<file path="src/rtl/accum_alu.sv">
// Accumulator ALU: a 2*WIDTH-bit accumulator updated by valid/ready commands,
// with single-cycle logic/arithmetic ops and bit-serial (one bit per cycle) MUL and DIV.
module accum_alu #(
  parameter int WIDTH = 16
) (
  input  logic               clk,
  input  logic               rst,
  input  logic [WIDTH-1:0]   A,
  input  logic [3:0]         opcode,
  input  logic               in_valid,
  output logic               in_ready,
  output logic [2*WIDTH-1:0] C,
  output logic               carry,
  output logic               error,
  output logic               done
);

  localparam int CW = $clog2(WIDTH) + 1;
  localparam logic [WIDTH-1:0] ZERO = '0;

  typedef enum logic [1:0] {IDLE, MUL, DIV} state_t;

  state_t               state_reg, state_next;
  logic [2*WIDTH-1:0]   acc_reg, acc_next;
  logic [2*WIDTH-1:0]   work_reg, work_next;
  logic [WIDTH-1:0]     opnd_reg, opnd_next;
  logic [CW-1:0]        count_reg, count_next;
  logic                 carry_reg, carry_next;
  logic                 error_reg, error_next;
  logic                 done_reg, done_next;

  logic [WIDTH-1:0]     l;
  logic [WIDTH:0]       add_sum, sub_diff, mul_sum, div_upper, div_diff;
  logic [2*WIDTH-1:0]   mul_step, div_step;
  logic                 last_iter;

  assign l         = acc_reg[WIDTH-1:0];
  assign add_sum   = {1'b0, l} + {1'b0, A};
  assign sub_diff  = {1'b0, l} - {1'b0, A};
  assign last_iter = (count_reg == CW'(WIDTH - 1));

  // Shift-add multiply: work holds {partial product, unconsumed multiplier bits}.
  assign mul_sum  = {1'b0, work_reg[2*WIDTH-1:WIDTH]} + {1'b0, (work_reg[0] ? opnd_reg : ZERO)};
  assign mul_step = {mul_sum, work_reg[WIDTH-1:1]};

  // Restoring divide: work holds {remainder, dividend bits shifting into quotient}.
  assign div_upper = work_reg[2*WIDTH-1:WIDTH-1];
  assign div_diff  = div_upper - {1'b0, opnd_reg};
  assign div_step  = div_diff[WIDTH]
                   ? {div_upper[WIDTH-1:0], work_reg[WIDTH-2:0], 1'b0}
                   : {div_diff[WIDTH-1:0],  work_reg[WIDTH-2:0], 1'b1};

  always_comb begin
    state_next = state_reg;
    acc_next   = acc_reg;
    work_next  = work_reg;
    opnd_next  = opnd_reg;
    count_next = count_reg;
    carry_next = carry_reg;
    error_next = error_reg;
    done_next  = 1'b0;
    case (state_reg)
      IDLE: begin
        if (in_valid) begin
          case (opcode)
            4'd0: ;
            4'd1: begin
              acc_next   = '0;
              carry_next = 1'b0;
              error_next = 1'b0;
            end
            4'd2: begin
              acc_next   = {ZERO, l[WIDTH-2:0], 1'b0};
              carry_next = l[WIDTH-1];
            end
            4'd3: begin
              acc_next   = {ZERO, 1'b0, l[WIDTH-1:1]};
              carry_next = l[0];
            end
            4'd4: begin
              acc_next   = {ZERO, sub_diff[WIDTH-1:0]};
              carry_next = sub_diff[WIDTH];
              error_next = error_reg | sub_diff[WIDTH];
            end
            4'd5: begin
              acc_next   = {ZERO, add_sum[WIDTH-1:0]};
              carry_next = add_sum[WIDTH];
              error_next = error_reg | add_sum[WIDTH];
            end
            4'd6: begin
              opnd_next  = A;
              work_next  = {ZERO, l};
              count_next = '0;
              state_next = MUL;
            end
            4'd7: begin
              if (A == ZERO) begin
                error_next = 1'b1;
              end else begin
                opnd_next  = A;
                work_next  = {ZERO, l};
                count_next = '0;
                state_next = DIV;
              end
            end
            4'd8:  acc_next = {ZERO, l | A};
            4'd9:  acc_next = {ZERO, l & A};
            4'd10: acc_next = {ZERO, l ^ A};
            4'd11: acc_next = {ZERO, ~l};
            4'd12: acc_next = {ZERO, ~(l & A)};
            4'd13: acc_next = {ZERO, ~(l | A)};
            4'd14: acc_next = {ZERO, ~(l ^ A)};
            default: acc_next = {ZERO, A};
          endcase
        end
      end
      MUL, DIV: begin
        work_next  = (state_reg == MUL) ? mul_step : div_step;
        count_next = count_reg + CW'(1);
        if (last_iter) begin
          acc_next   = work_next;
          done_next  = 1'b1;
          state_next = IDLE;
        end
      end
      default: state_next = IDLE;
    endcase
  end

  always_ff @(posedge clk) begin
    if (rst) begin
      state_reg <= IDLE;
      acc_reg   <= '0;
      work_reg  <= '0;
      opnd_reg  <= '0;
      count_reg <= '0;
      carry_reg <= 1'b0;
      error_reg <= 1'b0;
      done_reg  <= 1'b0;
    end else begin
      state_reg <= state_next;
      acc_reg   <= acc_next;
      work_reg  <= work_next;
      opnd_reg  <= opnd_next;
      count_reg <= count_next;
      carry_reg <= carry_next;
      error_reg <= error_next;
      done_reg  <= done_next;
    end
  end

  assign in_ready = (state_reg == IDLE);
  assign C        = acc_reg;
  assign carry    = carry_reg;
  assign error    = error_reg;
  assign done     = done_reg;

endmodule

</file>
<file path="config.mk">
export PLATFORM = sky130hd
export DESIGN_NAME = accum_alu
export DESIGN_NICKNAME = d
export VERILOG_FILES = /design/src/rtl/accum_alu.sv
export SDC_FILE = /design/constraint.sdc
export NUM_CORES = 1
export LEC_CHECK = 0
export CAP_MARGIN = 10
export CORE_MARGIN = 4
export CORE_UTILIZATION = 50
export CTS_BUF_LIST = sky130_fd_sc_hd__clkbuf_16
export DETAILED_ROUTE_END_ITERATION = 16
export PLACE_DENSITY = 0.69
export SYNTH_ARGS = -nofsm -noshare
export SYNTH_HDL_FRONTEND = slang
export SYNTH_SLANG_ARGS = --single-unit
</file>
<file path="constraint.sdc">
create_clock -name clk -period 3.5 [get_ports clk]
set_clock_uncertainty 0.2 [all_clocks]
set_input_delay 0.7 -clock clk [delete_from_list [all_inputs] [get_ports clk]]
set_output_delay 0.7 -clock clk [all_outputs]
set_load 0.005 [all_outputs]
</file>
# Word-level counts from Yosys, hierarchy flattened

Cells that the tools add are included.

Memory bits (read-only): 0
Logic and storage cells: 89
Output and inout port bits: 36
RAM bits: 0
Memories kept: 0
Flip-flop bits (word level): 90
Latch bits: 0

Multipliers: 0
Add/sub/neg operators: 5
Order comparisons: 0
Equal/unequal tests: 24
Div/mod/pow operators: 0
Reductions and logical operators: 16
Bitwise operators: 10
Shift-type cells: 0
Multiplexer cells: 26

Operators with widths:

| operator                                             | number |
|---|---|
| one-hot mux 32 bit (13 select lines)                 | 1 |
| two-way mux 32 bit                                   | 6 |
| one-hot mux 32 bit (2 select lines)                  | 3 |
| NOT 16 bit                                           | 4 |
| adder 16 x 16 -> 17 bit                              | 2 |
| two-way mux 16 bit                                   | 2 |
| one-hot mux 16 bit (2 select lines)                  | 1 |
| equality test 4 bit (second input constant)          | 7 |
| one-hot mux 5 bit (2 select lines)                   | 2 |
| AND reduction 4 bit                                  | 5 |
| subtractor 16 x 16 -> 17 bit                         | 1 |
| subtractor 17 x 16 -> 17 bit                         | 1 |
| bitwise AND 16 bit                                   | 1 |
| equality test 4 x 3 -> 1 bit (second input constant) | 4 |
| logical NOT 16 bit                                   | 1 |
| bitwise OR 16 bit                                    | 1 |
| bitwise XOR 16 bit                                   | 1 |
| two-way mux 5 bit                                    | 2 |
| inequality test 2 bit (second input constant)        | 5 |
| equality test 4 x 2 -> 1 bit (second input constant) | 2 |
| one-hot mux 2 bit (2 select lines)                   | 2 |
| two-way mux 2 bit                                    | 3 |
| adder 5 x 1 -> 5 bit (second input constant)         | 1 |
| equality test 5 x 4 -> 1 bit (second input constant) | 1 |
| 18 further kinds                                     | 22 |

# Depth between registers and ports, before layout

Gate-level depths: netlist (run 1).

Depth after elaboration: 5
Depth in mapped cells: 13
Gate-level depth less buffers: 12

# Least setup slack after synthesis (run 1)

OpenSTA, ideal clock, no wires.

Kind: input-to-reg
Start point: input port A[0]
End point: register acc_reg[12] (netlist: C[12])
Stages on the path: 10
Buffers on the path: 0
Data arrival time: 2.686 ns
Setup time: 0.120 ns
Setup slack: 0.495 ns
Path through: ha_1 fa_1 o21bai_1 a2111oi_2 nor4b_2 nor3_1 o21ai_0 a2bb2oi_1 a211oi_1 o31a_1

Longest elaborated chain between the ends: 4

Ends and longest elaborated chain:

| element                                                                        | line   | source |
|---|---|---|
| from (decl)                                                                    | 8      | `input logic [WIDTH-1:0] A,` |
| adder 16 x 16 -> 17 bit / subtractor 16 x 16 -> 17 bit (equally long branches) | 38, 39 |  |
| one-hot mux 32 bit (13 select lines) (*)                                       | 65     | `case (opcode)` |
| two-way mux 32 bit (*)                                                         | 64     | `if (in_valid) begin` |
| one-hot mux 32 bit (2 select lines) (*)                                        | 62     | `case (state_reg)` |
| to (signal assigned)                                                           | 142    | `acc_reg <= acc_next;` |
| to (decl)                                                                      | 24     | `logic [2*WIDTH-1:0] acc_reg, acc_next;` |

Mark *: on every way between the ends. The rest lies on a longest branch, timed or not. The select of a mux whose other input is x is not followed.
A chain may end at the register's enable or synchronous reset.

# Worst setup path in the final report (run 1)

Start point: input port A[4]
End point: register acc_reg[9] (netlist: C[9])

Same word-level chain as after synthesis.

==> flow_summary.yaml, run 1 <==
status:
  status: "complete, no violations"
synth:
  syn-num-nets: 1396
  synth_top_family_by_area: "compound AO/OA/AOI/OAI gates"
  syn-instance-count: 1284
  synthDistinctLibCells: 85
  synth_seq_cells: 90
  yosys.area_share.xor_xnor_pct: 3.97
  ys_seq_area_share_pct: 19.1
  syn_area_um2: 9410
  yosys_warnings: 0
  synth_edf_count: 0
  async_flop_share_pct: 0
  syn_avg_cell_area_um2: 7.33
  synth_top_flop_cell: "dfxtp_1"
  synth_fa_ha_area_share_pct: 12.1
  synth_compound_area_share_pct: 33.3
  synth-simple-area-share_pct: 19.7
  synth.area.mux_share_pct: 4.77
routing:
  wire_per_inst_um: 21.7
  totalWireLength_um: 36500
  drc: 0
  via_per_inst: 6.42
  firstDrtPassIters: 5
  via_count: 10833
  drtIter0Drc: 1371
  drtAntennaViolNets: 0
clocking:
  clk_path_buf_depth: 2
  clk_pin_slew_worst_paths_ns: 0.07
  cts_hold_buf: 0
  cts_setup_buffers: 0
  cts_root_buffer: "clkbuf_16"
  cts_resized: 0
  insertion_delay_ns: 0.36
  cts_tree: "yes"
  htree_levels: 3
  numCtsBuffers: 9
  clkSinkCount: 90
sta:
  fmax_mhz: 300
  hold_viol: 0
  period_minus_slack_ns: 3.33
  setup_viol: 0
  period_share_pct: 95.1
  relSlewSlack_pct: 51.1
  tns_ns: 0
  tightest_slew_ns: 0.715
  finalMaxSlewViolations: 0
  hold_ws_ns: 0.259
worst_setup_path:
  cp-start-kind: "primary input"
  cp-startpoint: "A[4]"
  cp_max_fo: 4
  crit-reg2reg-launch: "opnd_reg[0]"
  cp-end-kind: "flip-flop"
  required_ns: 3.53
  criticalPathCategory: "primary input to flip-flop"
  crit_arrival_ns: 3.35
placement:
  io_buffers: 58
  gp_congestion: 1.02
  dpl.hpwl_um: 28500
flow_run:
  max-cap-violations: 0
grt:
  grt-ovfl-total: 0
  grt_use_total_pct: 33.5
  grt_max_degree: 41
  first_global_vias: 10180
  grt_pass1_wl_um: 57000
  antenna_found_initial: 1
floorplan:
  core_um2: 18200
  die_width_um: 145
  std_cell_rows: 49
  dieArea_um2: 21100
  io_pins: 59
  start_util_pct: 51.7
  die_h_um: 145
finish:
  fin_util_pct: 64.4
  diodes: 0
  layout_commonest_cell: "buf_4"
  fin_nets: 1565
  fill_cells: 1670
  layout_common_cells: "buf_4, a21oi_1, nor2_1"
  syn2layout_area_growth_pct: 24.7
  drive_above_1_share_pct: 17.0
power:
  powerDensity_nw_per_um2: 331
  switchingPower_uw: 1490
  seqPwrFrac_pct: 28.8
  p_leak_uw: 0.00472
  ir_drop_mv: 0.262
  pwr-share-comb_pct: 44.5
  clock_power_share_pct: 26.7
  swShare_pct: 38.4
  internal_power_uw: 2390
hold_path:
  hold_path.class: "flip-flop to flip-flop"
  min_from: "C[19]"
==> through the flow <==
| stage | worst slack (ns) | cell area (um2) | instances | total power, uW |
|---|---|---|---|---|
| 2_1_floorplan | 0.495 | 9410 | 1284 | 2100 |
| 3_3_place_gp | -0.256 | 11400 | 1671 | 2790 |
| 3_5_place_dp | -0.269 | 11400 | 1671 | 2800 |
| 4_1_cts | 0.0933 | 11700 | 1687 | 3830 |
| 5_1_grt | -0.0162 | 11700 | 1687 | 4060 |
| 6_report | 0.172 | 11700 | 1687 | 3880 |
==> cell usage after synthesis, types with 6 or more instances <==
cell | count | area share (%)
ha_1 | 86 | 11
a21oi_1 | 123 | 6.5
o31a_1 | 6 | 0.56
dfxtp_1 | 90 | 19
nor2_1 | 113 | 4.5
a31o_2 | 6 | 0.56
nand2_1 | 108 | 4.3
nor4_1 | 10 | 0.66
a31oi_1 | 24 | 1.6
nand2b_1 | 11 | 0.73
a221oi_1 | 11 | 1.0
o31ai_1 | 15 | 1.2
xnor2_1 | 25 | 2.3
o21ai_0 | 94 | 5.0
mux2i_1 | 37 | 3.9
clkbuf_1 | 59 | 2.4
o22ai_1 | 14 | 0.93
and3_1 | 12 | 0.80
a211oi_1 | 26 | 2.1
buf_2 | 13 | 0.69
or3_1 | 7 | 0.47
nor3_1 | 35 | 1.9
mux2_2 | 7 | 0.84
inv_1 | 72 | 2.9
and2_1 | 19 | 1.3
o32ai_1 | 7 | 0.65
o2111ai_1 | 10 | 0.93
a22oi_1 | 8 | 0.64
o211ai_1 | 34 | 2.7
nand3_1 | 32 | 1.7
nor2b_1 | 16 | 1.1
a21o_1 | 12 | 0.96
xor2_1 | 14 | 1.3
o21bai_1 | 8 | 0.64
o21a_1 | 10 | 0.80
==> logic make-up (layout without fill, tap and decap cells) <==
kind of cell / Yosys count / count (layout)
AOI/OAI and AO/OA: 470 / 470
xor gates and xnor gates: 41 / 41
adders and majority gates: 89 / 89
buffers and inverters: 160 / 334
DFF: 90 / 90
muxes: 44 / 44
and+or+nand+nor: 390 / 390
==> final cells by class <==
type | count | area, um2 | area share, %
multi-input cells | 1034 | 7010 | 59.7
repair buffers | 244 | 2060 | 17.5
flip-flops and latches | 90 | 1800 | 15.4
well taps | 229 | 287 | 2.44
inverters | 74 | 278 | 2.37
clock buffers | 9 | 225 | 1.92
clock inverters | 7 | 77.6 | 0.661
==> routing by layer <==
layer | routed length (um) | share of wire, % | vias up | track usage, %
met4 | 2190 | 6.0 | 2 | 17.5
met2 | 16200 | 44 | 579 | 53.5
li1 | - | - | 5088 | -
met5 | 15 | 0.041 | - | 0
met1 | 15000 | 41 | 5014 | 44.2
met3 | 3110 | 8.5 | 150 | 4.46
==> power groups by stage <==
| stage | Combinational, uW | Sequential, uW | Clock [uW] |
|---|---|---|---|
| floorplan | 965 | 1140 | 0 |
| global placement | 1650 | 1140 | 0 |
| detailed placement | 1660 | 1140 | 0 |
| CTS | 1670 | 1120 | 1040 |
| global route | 1850 | 1120 | 1090 |
| finish | 1730 | 1120 | 1040 |
==> worst max-delay path, stage by stage <==
cell and delay, ns:
clkdlybuf4s50_1 0.47, inv_1 0.06, ha_1 0.33, nor3b_1 0.45, buf_4 0.20, o21a_1 0.12, a31o_2 0.12, nor2_1 0.10
a2111o_1 0.43, a21oi_1 0.13, a2bb2oi_1 0.18, nor2_1 0.05
==> worst paths after layout <==
path | to | slack (ns) | depth (start not counted)
min | C[19] | 0.26 | 2
min reg2reg | C[19] | 0.26 | 2
max | C[9] | 0.17 | 12
max reg2reg | C[25] | 0.19 | 13
Note: power is estimated with default switching activity, not from simulation.
==> run 2, diff against run 1 <==
CORE_MARGIN = 1   (was 4)
==> run 2 against run 1 <==
Net effect: the run now ends with DRC left; combinational power fell by 2%; worst setup slack got worse by 0.067 ns; critical endpoint is now error; die area fell by 8.1%; sequential power barely moved.
==> flow_summary.yaml, run 2 (synthesis results as in run 1) <==
grt:
  grt_pass1_wl_um: 56500
  grt_use_total_pct: 37.4
  first_global_vias: 10191
  antenna_found_initial: 0
  grt_max_degree: 42
  grt-ovfl-total: 0
routing:
  via_per_inst: 6.38
  wire_per_inst_um: 21.4
  via_count: 10751
  drtAntennaViolNets: 0
  totalWireLength_um: 36000
  firstDrtPassIters: 12
  drc: 4
  drtIter0Drc: 1112
sta:
  tightest_slew_ns: 0.788
  period_share_pct: 97.0
  rsz0062_at_grt: "true"
  period_minus_slack_ns: 3.40
  fmax_mhz: 295
  setup_viol: 0
  finalMaxSlewViolations: 0
  relSlewSlack_pct: 47.1
  hold_viol: 0
clocking:
  cts_tree: "yes"
  clkSinkCount: 90
  clk_path_buf_depth: 2
  insertion_delay_ns: 0.37
  cts_root_buffer: "clkbuf_16"
  numCtsBuffers: 9
  cts_hold_buf: 0
  cts_setup_buffers: 0
  clk_pin_slew_worst_paths_ns: 0.09
  htree_levels: 3
worst_setup_path:
  r2r_slack_ns: 0.18
  criticalPathCategory: "primary input to flip-flop"
  cp-start-kind: "primary input"
  crit-reg2reg-launch: "opnd_reg[0]"
  crit_arrival_ns: 3.48
  required_ns: 3.58
  cp-end-kind: "flip-flop"
  reg2reg_depth: 12
  cp_max_fo: 2
  timing.rr.end: "work_reg[21]"
power:
  seqPwrFrac_pct: 29.7
  switchingPower_uw: 1470
  swShare_pct: 39.1
  powerDensity_nw_per_um2: 324
  pwr-share-comb_pct: 44.8
  internal_power_uw: 2300
  p_leak_uw: 0.00470
  clock_power_share_pct: 25.5
  ir_drop_mv: 0.230
floorplan:
  io_pins: 59
  start_util_pct: 51.7
  core_um2: 18200
  dieArea_um2: 19400
  die_h_um: 139
  std_cell_rows: 49
  die_width_um: 139
placement:
  dpl.hpwl_um: 28300
  gp_congestion: 0.997
  place_area_um2: 11300
  dp_cells: 1668
  io_buffers: 58
finish:
  diodes: 0
  layout_common_cells: "buf_4, a21oi_1, nor2_1"
  fin_cells: 1684
  final_area_um2: 11600
  layout_commonest_cell: "buf_4"
  fin_nets: 1562
  drive_above_1_share_pct: 16.6
  syn2layout_area_growth_pct: 23.6
flow_run:
  max-cap-violations: 0
status:
  status: "complete, but fails checks"
  violations: "DRC"
hold_path:
  hold_path.class: "flip-flop to flip-flop"
  min_from: "C[19]"
  hold-path-cell-count: 2
  holdPathEnd: "C[19]"
## run 2: cell types whose count changed in the layout (fill, tap and decap cells not counted), sizes merged
cell	before	now
buf	190	187
bufinv	1	0
clkinv	6	5
inv	73	75
## run 2: stage by stage
| step | hold slack (ns) | setup slack (ns) | util, % | power (uW) | setup TNS [ns] |
|---|---|---|---|---|---|
| after floorplan | 0.244 | 0.495 | - | 2100 | 0 |
| after global placement | 0.245 | -0.244 | 62.2 | 2770 | -1.47 |
| after detailed placement | 0.249 | -0.290 | 62.2 | 2780 | -1.97 |
| after CTS | 0.260 | 0.0998 | 63.8 | 3740 | 0 |
| after global routing | 0.290 | -0.00370 | 63.9 | 3960 | -0.00593 |
| final | 0.257 | 0.105 | 63.9 | 3770 | 0 |
## run 2: worst max path at each step
stage                     startpoint    end  slack, ns
final                           A[0]  error       0.10
after global routing            A[5]   C[9]     -0.004
after CTS                       A[0]  error        0.1
after detailed placement        A[0]  error      -0.29
after global placement          A[0]  error      -0.24
after floorplan                 A[0]  C[12]       0.49
## run 2: layout make-up
type	count	area, um2
Multi-Input combinational cell	1034	6980
Fill cell	1707	6570
Timing Repair Buffer	241	2010
Sequential cell	90	1800
Tap cell	229	287
Inverter	74	278
Clock buffer	9	225
Clock inverter	7	53.8
## run 2: layer usage
metal / up-vias / part of all wire, % / GRT usage, %
li1: 5099 / - / -
met1: 5002 / 42 / 47.6
met2: 543 / 45 / 60.9
met3: 107 / 7.8 / 5.70
met4: 0 / 5.8 / 20.1
met5: - / 0 / 0
## run 2: power by group through the flow
stage / Sequential [uW] / Clock (uW) / Combinational [uW]
after global routing: 1130 / 1010 / 1820
final: 1120 / 962 / 1690
after global placement: 1140 / 0 / 1630
after floorplan: 1140 / 0 / 965
after detailed placement: 1140 / 0 / 1640
after CTS: 1120 / 973 / 1650
## run 2: timing repair
| action | CTS | global route |
|---|---|---|
| hold endpoints to repair | 0 | 0 |
| endpoints found under the setup margin | 0 | 9 |
| gates resized for setup | 0 | 4 |
## run 2: critical path, stage by stage
cell and delay [ns]:
clkdlybuf4s50_1 0.48, ha_1 0.19, fa_1 0.24, o21bai_2 0.13
a2111oi_4 0.42, nor4b_2 0.08, buf_4 0.16, o41ai_2 0.35
a21boi_0 0.16, o21ai_0 0.17, a31oi_1 0.10, a311oi_1 0.29
==> run 3, diff against run 2 <==
CORE_ASPECT_RATIO = 0.75   (was unset)
CTS_BUF_LIST = sky130_fd_sc_hd__clkbuf_2   (was sky130_fd_sc_hd__clkbuf_16)
SLEW_MARGIN = 20   (was unset)
==> run 3 against run 2 <==
Net effect: highest routed layer unchanged; critical endpoint is now C[19]; the flow still finishes with violations (DRC); flip-flop and latch count unchanged; critical path depth fell by 1; hold slack gained 0.014 ns; design area down 2.4%; clock power is 42% lower; via count rose by 0.39%; combinational power about the same; total power down 11%; non-clock buffer count shrank 13.
==> flow_summary.yaml, run 3 (synthesis results as in run 1) <==
status:
  status: "complete, but fails checks"
  violations: "DRC"
sta:
  period_minus_slack_ns: 3.34
  tightest_slew_ns: 0.777
  hold_viol: 0
  tns_ns: 0
  setup_viol: 0
  rsz0062_at_grt: "false"
  fmax_mhz: 300
  relSlewSlack_pct: 48.0
  period_share_pct: 95.3
  finalMaxSlewViolations: 0
floorplan:
  io_pins: 59
  start_util_pct: 51.0
  die_h_um: 121
  std_cell_rows: 43
  core_um2: 18500
  dieArea_um2: 19400
  die_width_um: 160
finish:
  layout_commonest_cell: "buf_4"
  multi_input_area_um2: 6990
  diodes: 0
  final_area_um2: 11400
  fin_util_pct: 61.5
  fin_nets: 1549
  fill_cells: 1752
  syn2layout_area_growth_pct: 20.6
  drive_above_1_share_pct: 15.8
  seqCellArea_um2: 1800
  layout_common_cells: "buf_4, a21oi_1, nor2_1"
clocking:
  clkSinkCount: 90
  clk_path_buf_depth: 2
  numCtsBuffers: 9
  insertion_delay_ns: 0.62
  cts_root_buffer: "clkbuf_2"
  cts_hold_buf: 0
  cts_tree: "yes"
  clk_pin_slew_worst_paths_ns: 0.22
  htree_levels: 3
worst_setup_path:
  cp-end-kind: "flip-flop"
  timing.rr.end: "C[19]"
  crit-reg2reg-launch: "opnd_reg[0]"
  cp-startpoint: "opnd_reg[0]"
  required_ns: 3.79
  crit_arrival_ns: 3.62
  reg2reg_depth: 11
  r2r_slack_ns: 0.16
  crit_end: "C[19]"
  cp_max_fo: 14
  criticalPathCategory: "flip-flop to flip-flop"
  cp-start-kind: "flip-flop"
grt:
  use_met2_pct: 50.8
  grt.met3_usage_pct: 8.71
  antenna_found_initial: 0
  busiest_layer: "met1"
  met1_usage_pct: 53.6
  grt-ovfl-total: 0
  grt_use_total_pct: 36.2
  grt_pass1_wl_um: 54700
  first_global_vias: 9646
  grt_max_degree: 37
power:
  ir_drop_mv: 0.195
  p_leak_uw: 0.00454
  power_uw: 3350
  powerDensity_nw_per_um2: 295
routing:
  totalWireLength_um: 35400
  wire_per_inst_um: 21.0
  drtAntennaViolNets: 0
  via_count: 10793
  drc: 2
  via_per_inst: 6.39
  firstDrtPassIters: 14
  drtIter0Drc: 1397
placement:
  dpl.hpwl_um: 27600
  io_buffers: 58
  gp_congestion: 1.02
  place_area_um2: 11200
flow_run:
  max-cap-violations: 0
hold_path:
  hold_path.class: "flip-flop to flip-flop"
  hold-path-cell-count: 2
run 3: changes by cell type in the layout (fill, tap and decap cells not counted), sizes merged:
cell and change:
buf -13, bufinv +1, clkbuf +2, clkinvlp -1, inv -3
run 3: how the worst min path moves through the flow:
stage,from,end
2_1_floorplan,work_reg[10],work_reg[10]
3_3_place_gp,C[21],C[21]
3_5_place_dp,C[19],C[19]
4_1_cts,C[19],C[19]
5_1_grt,C[19],C[19]
6_report,C[19],C[19]
run 3: layout make-up:
class	instances	area share (%)
tap	247	2.72
timing repair buffer	228	16.5
inverter	74	2.45
sequential	90	15.9
clock buffer	11	0.485
clock inverter	4	0.386
multi-input combinational	1034	61.6
run 3: stage by stage:
step | worst slack (ns) | cells | hold WS (ns)
detailed placement | -0.362 | 1672 | 0.252
floorplan | 0.495 | 1284 | 0.244
CTS | 0.0558 | 1687 | 0.276
global placement | -0.313 | 1672 | 0.246
finish | 0.163 | 1688 | 0.271
global route | 0.0209 | 1688 | 0.300
run 3: critical path, stage by stage, from the launching register on:
cell and delay, ns:
dfxtp_2 0.42, ha_1 0.17, inv_1 0.05, fa_1 0.42, a211o_1 0.33, a21oi_4 0.26, nor2_2 0.10, o21ai_4 0.25
xnor2_4 0.27, mux2_2 0.43, o2111ai_1 0.24, a21oi_1 0.09
run 3: metal layers:
layer  part of all wire [%]  wire [um]  up-vias
met2                     39      14000      621
li1                       -          -     5050
met5                      0          0        -
met1                     47      16600     5033
met3                     11       3800       89
met4                    3.0       1050        0
run 3: timing repair:
item	CTS	global route
resized for setup	0	4
endpoints found under the setup margin	0	22
buffers inserted	0	1
run 3: power by group:
part / total, uW / switching (uW) / internal (uW)
Combinational: 1660 / 947 / 717
Sequential: 1130 / 56.1 / 1070
Clock: 557 / 394 / 162
